===== config.mk =====
export PLATFORM = sky130hd
export DESIGN_NAME = period_meter
export DESIGN_NICKNAME = d
export VERILOG_FILES = /design/src/rtl/period_meter_pkg.sv /design/src/rtl/period_meter_rising_edge.sv /design/src/rtl/period_meter.sv
export SDC_FILE = /design/constraint.sdc
export NUM_CORES = 1
export LEC_CHECK = 0
export CORE_MARGIN = 1
export CORE_UTILIZATION = 53
export CTS_CLUSTER_SIZE = 8
export DETAILED_ROUTE_END_ITERATION = 12
export GPL_TIMING_DRIVEN = 0
export PLACE_DENSITY = 0.85
export SLEW_MARGIN = 20
export SYNTH_ARGS = -nofsm -noshare
export SYNTH_HDL_FRONTEND = slang
export SYNTH_SLANG_ARGS = --single-unit

===== constraint.sdc =====
create_clock -name CLK -period 2.1 [get_ports CLK]
set_clock_uncertainty 0.05 [all_clocks]
set_input_delay 0.42 -clock CLK [delete_from_list [all_inputs] [get_ports CLK]]
set_output_delay 0.42 -clock CLK [all_outputs]
set_load 0.1 [all_outputs]

===== src/rtl/period_meter_pkg.sv =====
// Shared constants for the period meter: state encoding and default counter width.
// Monitors and benches import this package so they decode the state identically.
package period_meter_pkg;

    typedef enum logic [1:0] {
        IDLE    = 2'd0,
        ARMED   = 2'd1,
        MEASURE = 2'd2
    } state_e;

    localparam int unsigned DEFAULT_BIT_FIELD = 8;

endpackage


===== src/rtl/period_meter_rising_edge.sv =====
// Rising-edge detector for a CLK-synchronous tick stream, sampled on the falling
// CLK edge. The delayed copy of the tick keeps tracking regardless of any
// consumer state, so an edge is never lost across an enable change.
module period_meter_rising_edge (
    input  logic clk_i,
    input  logic clear_ni,
    input  logic tick_i,
    output logic edge_o
);

    logic tick_q;

    // Delay the tick by one falling edge so a low-to-high transition is visible.
    always_ff @(negedge clk_i or negedge clear_ni) begin
        if (!clear_ni) begin
            tick_q <= 1'b0;
        end else begin
            tick_q <= tick_i;
        end
    end

    assign edge_o = tick_i & ~tick_q;

endmodule


===== src/rtl/period_meter.sv =====
// Period meter: counts CLK cycles between successive rising edges of TICK,
// strobes VALID with the new Period, raises LOCK when two consecutive periods
// match and sets a sticky OVERFLOW when the counter range is exhausted.
module period_meter
    import period_meter_pkg::*;
#(
    parameter int unsigned bitField = DEFAULT_BIT_FIELD
) (
    input  logic                CLK,
    input  logic                CLEAR,
    input  logic                TICK,
    input  logic                ENABLE,
    output logic [bitField-1:0] Period,
    output logic                VALID,
    output logic                LOCK,
    output logic                OVERFLOW
);

    localparam logic [bitField-1:0] CNT_ZERO = {bitField{1'b0}};
    localparam logic [bitField-1:0] CNT_ONE  = {{(bitField-1){1'b0}}, 1'b1};
    localparam logic [bitField-1:0] CNT_MAX  = {bitField{1'b1}};

    state_e              state_q, state_d;
    logic [bitField-1:0] count_q, count_d;
    logic [bitField-1:0] period_q, period_d;
    logic                valid_q, valid_d;
    logic                lock_q, lock_d;
    logic                overflow_q, overflow_d;
    logic                edge_s;

    period_meter_rising_edge u_rising_edge (
        .clk_i    (CLK),
        .clear_ni (CLEAR),
        .tick_i   (TICK),
        .edge_o   (edge_s)
    );

    // Next-state logic: enable has priority, then the per-state measurement rules.
    always_comb begin
        state_d    = state_q;
        count_d    = count_q;
        period_d   = period_q;
        valid_d    = 1'b0;
        lock_d     = lock_q;
        overflow_d = overflow_q;
        if (!ENABLE) begin
            // Abort any measurement; Period and OVERFLOW keep their last values.
            state_d = IDLE;
            count_d = CNT_ZERO;
            lock_d  = 1'b0;
        end else begin
            case (state_q)
                IDLE: begin
                    state_d = ARMED;
                    count_d = CNT_ZERO;
                end
                ARMED: begin
                    if (edge_s) begin
                        state_d = MEASURE;
                        count_d = CNT_ONE;
                    end else begin
                        count_d = CNT_ZERO;
                    end
                end
                MEASURE: begin
                    if (edge_s) begin
                        // An edge wins over a simultaneous all-ones count.
                        period_d   = count_q;
                        valid_d    = 1'b1;
                        lock_d     = (count_q == period_q);
                        overflow_d = 1'b0;
                        count_d    = CNT_ONE;
                    end else if (count_q == CNT_MAX) begin
                        // Timeout pre-empts the counter wrap; re-arm without a result.
                        overflow_d = 1'b1;
                        lock_d     = 1'b0;
                        state_d    = ARMED;
                        count_d    = CNT_ZERO;
                    end else begin
                        count_d = count_q + CNT_ONE;
                    end
                end
                default: begin
                    state_d = IDLE;
                    count_d = CNT_ZERO;
                end
            endcase
        end
    end

    // State and output registers, updated on the falling CLK edge.
    always_ff @(negedge CLK or negedge CLEAR) begin
        if (!CLEAR) begin
            state_q    <= IDLE;
            count_q    <= CNT_ZERO;
            period_q   <= CNT_ZERO;
            valid_q    <= 1'b0;
            lock_q     <= 1'b0;
            overflow_q <= 1'b0;
        end else begin
            state_q    <= state_d;
            count_q    <= count_d;
            period_q   <= period_d;
            valid_q    <= valid_d;
            lock_q     <= lock_d;
            overflow_q <= overflow_d;
        end
    end

    assign Period   = period_q;
    assign VALID    = valid_q;
    assign LOCK     = lock_q;
    assign OVERFLOW = overflow_q;

endmodule


After elaboration in Yosys (flattened, before gate mapping):

Cells that the tools add are included.

* register bits after elaboration: 22
* latch bits: 0
* RAM bits: 0
* ROM bits: 0
* input bits: 4
* memories: 0

* add/sub/neg operators: 1
* $mul: 0
* divide/modulo/power cells: 0
* magnitude comparators: 0
* equality and inequality tests: 9
* shift-type cells: 0
* multiplexer cells: 19
* bitwise gates (word level): 2
* reductions and logical operators: 6

Operator list (count)
* 8-bit two-way mux: 3
* 8-bit case mux with 2 select lines: 1
* 1-bit two-way mux: 10
* 3-bit inequality test (second input constant): 3
* 3-bit AND reduction: 3
* 8-bit by 1-bit adder with 8-bit output (second input constant): 1
* 8-bit == test: 1
* 8-bit == test (second input constant): 1
* 2-bit two-way mux: 4
* 2-bit case mux with 3 select lines: 1
* 3-bit by 1-bit inequality test with 1-bit output (second input constant): 1
* 2-bit by 1-bit == test with 1-bit output (second input constant): 1
* 2-bit == test (second input constant): 1
* 2-bit zero test: 1
* 2-bit by 1-bit inequality test with 1-bit output (second input constant): 1
* 2-bit AND reduction: 1
* 2-bit nonzero test: 1
* 1-bit AND: 1
* 1-bit NOT: 1

Longest topological paths before layout:

* depth in word-level cells: 5
* gate-level depth with buffers: 7

Hierarchy:

Synthesis repeated with hierarchy kept, for this count alone.

* cell total of the unflattened synthesis: 94
* area, all modules: 1076.0 um^2

By module, submodules not included
* period_meter: times used 1, cells an instance 92, area each 1037.2 um^2, seq. area each 525.5 um^2
* period_meter_rising_edge: times used 1, cells an instance 2, area each 38.8 um^2, seq. area each 25.0 um^2

==> impl_metrics.py <==
metrics = {
    "job": {
        "maxCapViolations": 0,
    },
    "grt": {
        "first_pass_grt_wire_length_mm": 4.13,
        "antenna_violations_before_repair": 0,
        "first_global_vias": 915,
        "grt_start_max_net_pins": 23,
        "grt_overflow_total": 0,
        "grt_util_all_layers_pct": 26.7,
    },
    "outcome": {
        "violated_checks": "setup timing",
        "status": "finished with violations",
    },
    "drt": {
        "detail_route.vias_per_cell": 5.68,
        "routedWlPerCell_um": 16.3,
        "drt_drc_violations_left": 0,
        "drt_iter0_drcs": 24,
        "route.antenna.remaining_nets": 0,
        "vias": 972,
        "wl_mm": 2.78,
        "detail_route.first_pass.iterations": 4,
    },
    "logic_synthesis": {
        "syn-instance-count": 116,
        "synth_top_cell_by_area": "sky130_fd_sc_hd__dfrtn_1",
        "synth_warnings": 0,
        "syn_area_cell_um2": 9.65,
        "synth.distinct_cells": 35,
        "synth.top_cells.by_area": "sky130_fd_sc_hd__dfrtn_1 49%, sky130_fd_sc_hd__xor2_1 10%, sky130_fd_sc_hd__nand2_1 9.1%",
        "postSynthNetCount": 124,
        "synth_edf_count": 0,
        "synth.top_cells.by_count": "27 x sky130_fd_sc_hd__nand2_1, 22 x sky130_fd_sc_hd__dfrtn_1, 13 x sky130_fd_sc_hd__xor2_1, 6 x sky130_fd_sc_hd__nor2_1, 5 x sky130_fd_sc_hd__nand3_1",
        "postSynthRegisterBits": 22,
        "ys_dominant_reg_cell": "sky130_fd_sc_hd__dfrtn_1",
        "yosys.area.top_type_share_pct": 49.2,
        "synth-seq-area-share_pct": 49.2,
        "synthArstFlopShare_pct": 100,
        "syn_area_um2": 1120,
        "top_count_cell_post_synth": "sky130_fd_sc_hd__nand2_1",
    },
    "critical_path": {
        "critical_path_arrival_ns": 2.06,
        "crit_path_end_kind": "primary output",
        "criticalPathCategory": "reg2out",
        "critical_path.max_fanout": 3,
        "critical_path_required_ns": 1.63,
        "timing.critical_path.slowest_cell_delay_ns": 0.51,
        "timing.critical_path.cells": "buf_12",
        "critical_path_buf_inv_count": 1,
        "cp_top_family": "flip-flops",
        "worst_path_max_delay_cell": "sky130_fd_sc_hd__dfrtn_1",
        "kind_of_start_point_of_the_critical_path": "flip-flop",
    },
    "clock_network": {
        "numClockSinks": 22,
        "cts_tree": "yes",
        "cts-buffers-inserted": 3,
        "cts_htree_levels": 1,
        "cts_hold_buf": 0,
        "worst_skew_pair.late_latency_ns": 0.30,
        "clock_tree.root_cell": "sky130_fd_sc_hd__clkbuf_4",
        "clock_path_buffers": 2,
        "clk_transition_reported_paths_ns": 0.08,
    },
    "min_path": {
        "hp-class": "reg2reg",
    },
    "placed_design": {
        "placed_area_um2": 1320,
        "place_hpwl_mm": 1.65,
        "gp_weighted_congestion": 0.808,
        "port-buffer-count": 14,
        "dp.cells": 157,
        "post-place-ws_ns": -1.01,
    },
    "sta": {
        "final_hold_viol_count": 0,
        "timing.slew.headroom_pct": 37.1,
        "slew_viol_final": 0,
        "setup_violations": 12,
        "minimum_setup_slack_in_the_final_design_ns": -0.434,
        "rsz0062_at_grt": "true",
        "finalSetupTns_ns": -4.33,
        "max_slew.worst_pin.slew_ns": 0.944,
    },
    "die": {
        "floorplan.die.width_um": 48.0,
        "floorplan.die_area_um2": 2300,
        "boundaryPins": 15,
        "rows": 16,
        "initial_core_util_pct": 56.5,
        "floorplan.core_area_um2": 1980,
        "floorplan.die.height_um": 48.0,
    },
    "cells_and_area": {
        "layout.nets": 153,
        "drive_gt1_share_pct": 27.8,
        "signed_area_change_from_the_synthesized_netlist_to_the_final_layout_pct": 38.4,
        "finished_cell_area_um2": 1550,
        "filler_cells": 130,
        "final-instance-count-excl-fill": 171,
        "antennaDiodeCount": 0,
    },
    "pwr": {
        "vdd_ir_drop_max_mv": 0.742,
        "p_leak_nw": 0.783,
        "power_per_cell_area_nw_per_um2": 669,
    },
}
path summary, 6_finish.rpt:
| kind | startpoint | to | slack, ns | cells after the start |
|---|---|---|---|---|
| min in group asynchronous | CLEAR | count_q[4] | 1.21 | 1 |
| max in group asynchronous | CLEAR | state_q[1] | 0.19 | 1 |
| worst max-delay path | Period[2] | Period[2] | -0.43 | 1 |
| worst min-delay path | count_q[5] | Period[5] | 0.47 | 2 |
| worst min register to register | count_q[5] | Period[5] | 0.47 | 2 |
| worst max register to register | count_q[0] | state_q[1] | 0.18 | 5 |
cell type report:
type                    instances  area [um^2]  share of cell area (%)
plain buffers                   2         8.76                   0.565
clock buffers                   4         36.3                    2.34
inverters                       5         23.8                    1.53
multi-input cells              88          581                    37.4
flip-flops and latches         22          551                    35.5
well taps                      27         33.8                    2.18
repair buffers                 22          310                    20.0
repair inverters                1         6.26                   0.404
per-stage QoR:
stage / power [mW] / hold WS, ns / utilization (%)
2_1_floorplan: 0.690 / 0.422 / -
3_3_place_gp: 0.748 / 0.395 / 66.4
3_5_place_dp: 0.762 / 0.414 / 66.4
4_1_cts: 1.04 / 0.471 / 78.0
5_1_grt: 1.09 / 0.507 / 78.2
6_report: 1.04 / 0.473 / 78.2
metal layers:
layer  share of wire (%)  routed length, um  up-vias  global-route usage, %
met5                   0                  0        -                      0
met2                  51               1410       42                   44.1
li1                    -                  -      444                      -
met4                 2.6                 72        0                   12.8
met1                  41               1140      475                   34.2
met3                 5.6                157       11                   4.15
where the power goes:
group / switching, mW / leakage, nW / internal (mW) / total (mW)
sequential: 0.0324 / 0.302 / 0.454 / 0.487
clock: 0.128 / 0.0210 / 0.106 / 0.234
combinational: 0.192 / 0.460 / 0.124 / 0.316
total: 0.352 / 0.783 / 0.684 / 1.04
flip-flops by register name, indices dropped and copies added (netlist names):
signal and count:
LOCK 1, VALID 1, OVERFLOW 1, count_q 8, u_rising_edge.tick_q 1, Period 8
state_q 2
cells in the final DEF, fill, tap and decap left out, types with 2 or more instances in the layout:
master / netlist / routed
sky130_fd_sc_hd__o21ai_0: 3 / 2
sky130_fd_sc_hd__xor2_1: 13 / 13
sky130_fd_sc_hd__dfrtn_1: 22 / 22
sky130_fd_sc_hd__and3_1: 2 / 2
sky130_fd_sc_hd__ha_1: 4 / 4
sky130_fd_sc_hd__nor4_1: 2 / 2
sky130_fd_sc_hd__nor2_1: 6 / 6
sky130_fd_sc_hd__and3_2: 2 / 2
sky130_fd_sc_hd__buf_2: 1 / 2
sky130_fd_sc_hd__nand3_4: 0 / 2
sky130_fd_sc_hd__nand3b_1: 2 / 2
sky130_fd_sc_hd__nand2_2: 1 / 3
sky130_fd_sc_hd__clkbuf_4: 0 / 3
sky130_fd_sc_hd__nand2_1: 27 / 25
sky130_fd_sc_hd__nand3_1: 5 / 4
sky130_fd_sc_hd__a21oi_1: 2 / 2
sky130_fd_sc_hd__buf_4: 0 / 8
sky130_fd_sc_hd__buf_12: 0 / 11
sky130_fd_sc_hd__inv_1: 4 / 4
cell families (layout without fill, tap and decap cells):
| group | Yosys count | in the layout | share of synthesized area, % |
|---|---|---|---|
| XOR/XNOR | 14 | 14 | 10.9 |
| buffers and inverters | 7 | 34 | 2.46 |
| adder cells (fa/ha/maj) | 4 | 4 | 4.47 |
| AO/OA/AOI/OAI | 10 | 10 | 5.48 |
| AND/OR/NAND/NOR | 58 | 59 | 26.6 |
| flip-flops | 22 | 22 | 49.2 |
| multiplexers | 1 | 1 | 0.894 |
timing repair:
action / in CTS / in global routing
pin swaps: 2 / 0
gates cloned: 2 / 0
endpoints found under the setup margin: 54 / 43
setup buffers: 8 / 0
gates resized for setup: 114 / 3
worst min-delay path, stage by stage, from the launching register on:
cell,delay [ns]
sky130_fd_sc_hd__dfrtn_1,0.49
sky130_fd_sc_hd__nand2_1,0.07
sky130_fd_sc_hd__nand2_1,0.05
Power figures use the tool's default switching activity.
